**src/rtl/cpu_datapath.sv**
```systemverilog
// Phase-1 bus-based CPU datapath: register file, priority bus encoder/mux, ADD/AND/IncPC ALU into 64-bit Z.
// Define DATAPATH_DEBUG_PORTS_EN to expose MAR and IR contents on MARval/IRval.
module cpu_datapath #(
    parameter int unsigned WIDTH = 32
) (
    input  logic             R0in,
    input  logic             R1in,
    input  logic             R2in,
    input  logic             R3in,
    input  logic             R4in,
    input  logic             R5in,
    input  logic             R6in,
    input  logic             R7in,
    input  logic             R8in,
    input  logic             R9in,
    input  logic             R10in,
    input  logic             R11in,
    input  logic             R12in,
    input  logic             R13in,
    input  logic             R14in,
    input  logic             R15in,
    input  logic             HIin,
    input  logic             LOin,
    input  logic             PCin,
    input  logic             MDRin,
    input  logic             INPORTin,
    input  logic             Zin,
    input  logic             Yin,
    input  logic             MARin,
    input  logic             IRin,
    input  logic             AND,
    input  logic             R0out,
    input  logic             R1out,
    input  logic             R2out,
    input  logic             R3out,
    input  logic             R4out,
    input  logic             R5out,
    input  logic             R6out,
    input  logic             R7out,
    input  logic             R8out,
    input  logic             R9out,
    input  logic             R10out,
    input  logic             R11out,
    input  logic             R12out,
    input  logic             R13out,
    input  logic             R14out,
    input  logic             R15out,
    input  logic             HIout,
    input  logic             LOout,
    input  logic             ZHIout,
    input  logic             ZLOout,
    input  logic             PCout,
    input  logic             MDRout,
    input  logic             INPORTout,
    input  logic             Zout,
    input  logic             Yout,
    input  logic             Read,
    input  logic             IncPC,
    input  logic [WIDTH-1:0] Mdatain,
    output logic [WIDTH-1:0] busMuxOut,
    output logic [4:0]       encoderOut,
    output logic [WIDTH-1:0] BusMuxInR0,
    output logic [WIDTH-1:0] BusMuxInR1,
    output logic [WIDTH-1:0] BusMuxInR2,
    output logic [WIDTH-1:0] BusMuxInR3,
    output logic [WIDTH-1:0] BusMuxInR4,
    output logic [WIDTH-1:0] BusMuxInR5,
    output logic [WIDTH-1:0] BusMuxInR6,
    output logic [WIDTH-1:0] BusMuxInR7,
    output logic [WIDTH-1:0] BusMuxInR8,
    output logic [WIDTH-1:0] BusMuxInR9,
    output logic [WIDTH-1:0] BusMuxInR10,
    output logic [WIDTH-1:0] BusMuxInR11,
    output logic [WIDTH-1:0] BusMuxInR12,
    output logic [WIDTH-1:0] BusMuxInR13,
    output logic [WIDTH-1:0] BusMuxInR14,
    output logic [WIDTH-1:0] BusMuxInR15,
    output logic [WIDTH-1:0] BusMuxInHI,
    output logic [WIDTH-1:0] BusMuxInLO,
    output logic [WIDTH-1:0] BusMuxInZhi,
    output logic [WIDTH-1:0] BusMuxInZlo,
    output logic [WIDTH-1:0] BusMuxInPC,
    output logic [WIDTH-1:0] BusMuxInMDR,
    output logic [WIDTH-1:0] BusMuxInInport,
    output logic [WIDTH-1:0] BusMuxInY,
`ifdef DATAPATH_DEBUG_PORTS_EN
    output logic [WIDTH-1:0] MARval,
    output logic [WIDTH-1:0] IRval,
`endif
    input  logic             Clock,
    input  logic             Reset
);

    logic [WIDTH-1:0]   gpr_q [16];
    logic [WIDTH-1:0]   hi_q, lo_q, pc_q, mdr_q, inport_q, y_q, mar_q, ir_q;
    logic [2*WIDTH-1:0] z_q, z_d;
    logic [WIDTH-1:0]   mdr_d, alu_lo;
    logic [15:0]        r_in, r_out;
    logic [24:0]        sel_vec;
    logic [4:0]         enc;
    logic               found;
    logic [WIDTH-1:0]   bus;

    assign r_in  = {R15in, R14in, R13in, R12in, R11in, R10in, R9in, R8in,
                    R7in, R6in, R5in, R4in, R3in, R2in, R1in, R0in};
    assign r_out = {R15out, R14out, R13out, R12out, R11out, R10out, R9out, R8out,
                    R7out, R6out, R5out, R4out, R3out, R2out, R1out, R0out};

    // Bit position == encoder code; Zout aliases ZLOout, code 23 has no source.
    assign sel_vec = {Yout, 1'b0, INPORTout, MDRout, PCout, ZLOout | Zout,
                      ZHIout, LOout, HIout, r_out};

    always_comb begin
        enc   = '1;
        found = 1'b0;
        for (int unsigned i = 0; i < 25; i++) begin
            if (sel_vec[i] && !found) begin
                enc   = 5'(i);
                found = 1'b1;
            end
        end
    end

    always_comb begin
        bus = '0;
        if (enc < 5'd16) begin
            bus = gpr_q[enc[3:0]];
        end else begin
            case (enc)
                5'd16:   bus = hi_q;
                5'd17:   bus = lo_q;
                5'd18:   bus = z_q[2*WIDTH-1:WIDTH];
                5'd19:   bus = z_q[WIDTH-1:0];
                5'd20:   bus = pc_q;
                5'd21:   bus = mdr_q;
                5'd22:   bus = inport_q;
                5'd24:   bus = y_q;
                default: bus = '0;
            endcase
        end
    end

    always_comb begin
        if (IncPC)
            alu_lo = bus + 1'b1;
        else if (AND)
            alu_lo = y_q & bus;
        else
            alu_lo = y_q + bus;
        z_d   = {{WIDTH{1'b0}}, alu_lo};
        mdr_d = Read ? Mdatain : bus;
    end

    always_ff @(posedge Clock) begin
        if (Reset) begin
            for (int unsigned i = 0; i < 16; i++) gpr_q[i] <= '0;
            hi_q     <= '0;
            lo_q     <= '0;
            pc_q     <= '0;
            mdr_q    <= '0;
            inport_q <= '0;
            y_q      <= '0;
            mar_q    <= '0;
            ir_q     <= '0;
            z_q      <= '0;
        end else begin
            for (int unsigned i = 0; i < 16; i++)
                if (r_in[i]) gpr_q[i] <= bus;
            if (HIin)     hi_q     <= bus;
            if (LOin)     lo_q     <= bus;
            if (PCin)     pc_q     <= bus;
            if (MDRin)    mdr_q    <= mdr_d;
            if (INPORTin) inport_q <= bus;
            if (Yin)      y_q      <= bus;
            if (MARin)    mar_q    <= bus;
            if (IRin)     ir_q     <= bus;
            if (Zin)      z_q      <= z_d;
        end
    end

    assign busMuxOut      = bus;
    assign encoderOut     = enc;
    assign BusMuxInR0     = gpr_q[0];
    assign BusMuxInR1     = gpr_q[1];
    assign BusMuxInR2     = gpr_q[2];
    assign BusMuxInR3     = gpr_q[3];
    assign BusMuxInR4     = gpr_q[4];
    assign BusMuxInR5     = gpr_q[5];
    assign BusMuxInR6     = gpr_q[6];
    assign BusMuxInR7     = gpr_q[7];
    assign BusMuxInR8     = gpr_q[8];
    assign BusMuxInR9     = gpr_q[9];
    assign BusMuxInR10    = gpr_q[10];
    assign BusMuxInR11    = gpr_q[11];
    assign BusMuxInR12    = gpr_q[12];
    assign BusMuxInR13    = gpr_q[13];
    assign BusMuxInR14    = gpr_q[14];
    assign BusMuxInR15    = gpr_q[15];
    assign BusMuxInHI     = hi_q;
    assign BusMuxInLO     = lo_q;
    assign BusMuxInZhi    = z_q[2*WIDTH-1:WIDTH];
    assign BusMuxInZlo    = z_q[WIDTH-1:0];
    assign BusMuxInPC     = pc_q;
    assign BusMuxInMDR    = mdr_q;
    assign BusMuxInInport = inport_q;
    assign BusMuxInY      = y_q;

`ifdef DATAPATH_DEBUG_PORTS_EN
    assign MARval = mar_q;
    assign IRval  = ir_q;
`else
    logic unused_regs;
    assign unused_regs = ^{mar_q, ir_q};
`endif

endmodule

```
**config.mk**
```make
export PLATFORM = sky130hd
export DESIGN_NAME = cpu_datapath
export DESIGN_NICKNAME = d
export VERILOG_FILES = /design/src/rtl/cpu_datapath.sv
export SDC_FILE = /design/constraint.sdc
export NUM_CORES = 2
export LEC_CHECK = 0
export CORE_AREA = 2 2 352 354
export CTS_CLUSTER_SIZE = 14
export DETAILED_ROUTE_END_ITERATION = 16
export DIE_AREA = 0 0 354 356
export DONT_BUFFER_PORTS = 1
export PLACE_DENSITY_LB_ADDON = 0.1
export SLEW_MARGIN = 10
export SYNTH_ARGS = -nofsm -noshare
export SYNTH_HDL_FRONTEND = slang
export SYNTH_SLANG_ARGS = --single-unit
```
**constraint.sdc**
```tcl
create_clock -name Clock -period 8 [get_ports Clock]
set_input_delay 1.2 -clock Clock [delete_from_list [all_inputs] [get_ports Clock]]
set_output_delay 1.2 -clock Clock [all_outputs]
set_load 0.01 [all_outputs]
```
==> impl_metrics.yaml <==
cts:
  cts_tree: "built"
  cts-resized-gates: 0
  clk_latency_ns: 0.74
  htreeDepth: 3
  cts.sinks: 736
  cts_root_buf: "clkbuf_16"
  post-cts-setup-buffer-count: 0
  path_clk_slew_ns: 0.06
  clockBufferDepth: 3
  postCtsHoldBufs: 0
  cts_inserted_buffers: 90
die:
  rows: 129
  dieWidth_um: 354
  fp.dieH_um: 356
  core-area_um2: 123000
  initial_core_util_pct: 28.7
  ios: 892
  die-area_um2: 126000
detailed_routing:
  via_count: 29800
  ant_nets: 0
  post_drt_wl_per_cell_um: 42.5
  vias_per_cell: 5.91
  dr.pass1.iters: 10
  finalWirelength_mm: 214
  drt_iter0_drc: 4000
  drc_errors: 0
synth:
  synthMuxAreaShare_pct: 2.33
  ys_seq_area_share_pct: 56.3
  synth-xor-area-share_pct: 0.895
  syn_avg_cell_area_um2: 10.8
  ys.flop_type: "edfxtp_1"
  syn_inst: 3275
  synth_compound_area_share_pct: 16.9
  ys_seq_elements: 736
  synthesis.area_um2: 35200
  synthArstFlopShare_pct: 0
  ys_types: 99
  synthAdderAreaFrac_pct: 1.23
  synth-simple-area-share_pct: 17.6
  synth_top_family_by_area: "simple AND/OR/NAND/NOR gates"
  ys_warn_count: 0
  synth_edf_count: 512
global_routing:
  antenna_found_initial: 14
  grt_max_degree: 275
  grt_use_total_pct: 32.7
  grt-ovfl-total: 0
  grt_pass1_vias: 28500
  grt_first_pass_wirelength_mm: 279
hold_path:
  min_from: "BusMuxInHI[7]"
  hold_path_class: "flip-flop to flip-flop"
  worstHoldPathCells: 2
sta:
  period_needed_ns: 7.49
  worst_clock_skew_ns: 0.0476
  final-setup-viol-count: 0
  fmax_mhz: 134
  worst_pin_slew_ns: 1.27
  drv_slew: 0
  hold_ws_ns: 0.553
  relSlewSlack_pct: 14.8
  min_period_over_period_pct: 93.6
  hold_viol_final: 0
  rsz0062_at_grt: "false"
power_and_ir_drop:
  power_density_nw_per_um2: 263
  swShare_pct: 31.7
  switching_power_mw: 3.42
  seq_power_share_pct: 47.4
  p_comb_share_pct: 13.7
  peakVddDrop_mv: 0.157
  total_power_mw: 10.8
  clockPowerShare_pct: 38.9
  p_int_mw: 7.36
  leakage_nw: 15.2
setup_path:
  cp.arrival_ns: 8.07
  setup.worst_path.start_class: "primary input"
  crit_type: "primary input to flip-flop"
  timing.rr.start: "BusMuxInHI[0]"
  worst-path-max-fanout: 22
  ff2ff_path_depth: 21
  cp-startpoint: "R3out"
  endpoint_kind: "flip-flop"
  critPathRequiredTime_ns: 8.58
placement:
  io_buffers: 0
  place_area_um2: 38100
  gp_congestion: 0.924
  dp_hpwl_mm: 154
finish:
  syn_to_final_growth_pct: 16.4
  final_layout_size_suffix_gt1_share_pct: 14.3
  finish.instance_area_um2: 41000
  final_cell_mix: "edfxtp_1 (512), nor2_1 (333), and2_1 (330), buf_4 (236), dfxtp_1 (224)"
  final_nets: 3446
  final_common_cell: "edfxtp_1"
job:
  drv_cap: 0
outcome:
  status: "completed"
[worst paths after layout]
| path | to | slack [ns] |
|---|---|---|
| worst max-delay path | z_q[31] | 0.51 |
| worst min-delay path | BusMuxInHI[7] | 0.55 |
| worst max register to register | z_q[31] | 2.03 |
| worst min register to register | BusMuxInHI[7] | 0.55 |
[cells in the mapped netlist (19+ instances only)]
cell type  instances  area share [%]
edfxtp_1         512              44
nor2_1           339             3.6
and2_1           330             5.9
dfxtp_1          224              13
nand2_1          210             2.2
clkbuf_1         207             2.2
a211oi_1         175             3.7
a21oi_1          143             2.0
o21ai_0          131             1.9
nor3_1            69            0.98
mux2i_1           67             1.9
nand3_1           65            0.92
a222oi_1          47             1.3
buf_2             43            0.61
inv_1             42            0.45
buf_4             40            0.85
o22ai_1           36            0.64
ha_1              33             1.2
xnor2_1           32            0.80
a22oi_1           30            0.64
or3_1             27            0.48
or2_2             21            0.37
a21o_1            20            0.43
a221oi_1          20            0.50
nand4_1           20            0.36
a22o_1            19            0.47
a31oi_1           19            0.34
and3_1            19            0.34
buf_1             19            0.20
[layout make-up]
cell class,instances,area (um^2)
diodes,9,22.5
well taps,1637,2050
flip-flops and latches,736,19900
clock inverters,46,510
clock buffers,117,2410
repair buffers,245,1950
fillers,12500,81700
inverters,48,180
multi-input cells,2204,14000
[through the flow]
stage	utilization, %	cells	setup slack [ns]	setup TNS [ns]
4_1_cts	33.4	5032	0.718	0
2_1_floorplan	-	3306	1.08	0
3_5_place_dp	31.0	4869	-0.0131	-0.0131
6_report	33.4	5042	0.512	0
5_1_grt	33.4	5034	0.476	0
3_3_place_gp	31.0	4869	-0.107	-0.107
[critical path, stage by stage]
cell and delay (ns):
or4_1 0.56, buf_4 0.32, a311o_1 0.42, buf_4 0.22, nor2_2 0.55, buf_4 0.40, a311o_1 0.26, a2111oi_0 0.08
buf_4 0.17, a21oi_1 0.66, inv_1 0.18, ha_1 0.25, or4_1 0.62, nor3b_1 0.39, buf_4 0.19, o31a_1 0.22
o21ai_0 0.14, o41ai_1 0.29, buf_4 0.19, mux2_2 0.34, a221oi_1 0.28, nor4_1 0.09
[power groups by stage]
| stage | Combinational [mW] | Sequential, mW | Clock, mW |
|---|---|---|---|
| after global routing | 1.56 | 5.14 | 4.37 |
| final | 1.47 | 5.11 | 4.19 |
| after global placement | 1.43 | 5.19 | 0 |
| after floorplan | 0.889 | 4.88 | 0 |
| after CTS | 1.45 | 5.11 | 4.24 |
| after detailed placement | 1.45 | 5.19 | 0 |
[registers in the layout (all words and copies together) (netlist names)]
signal,cells
BusMuxInHI,32
BusMuxInInport,32
BusMuxInLO,32
BusMuxInMDR,32
BusMuxInPC,32
BusMuxInY,32
gpr_q,512
z_q,32
[cell families after synthesis]
logic type,count (synthesis)
xor gates and xnor gates,36
AOI/OAI and AO/OA,826
muxes,80
other,1
DFF,736
buffers and inverters,366
and+or+nand+nor,1196
adders and majority gates,34
[metal layers]
metal / wire length, um / part of all wire [%] / GRT usage, %
met5: 13 / 0.0061 / 0
met4: 7040 / 3.3 / 10.6
met3: 24900 / 12 / 12.2
met2: 99300 / 46 / 53.0
met1: 83000 / 39 / 40.0
Note: power is estimated with default switching activity, not from simulation.
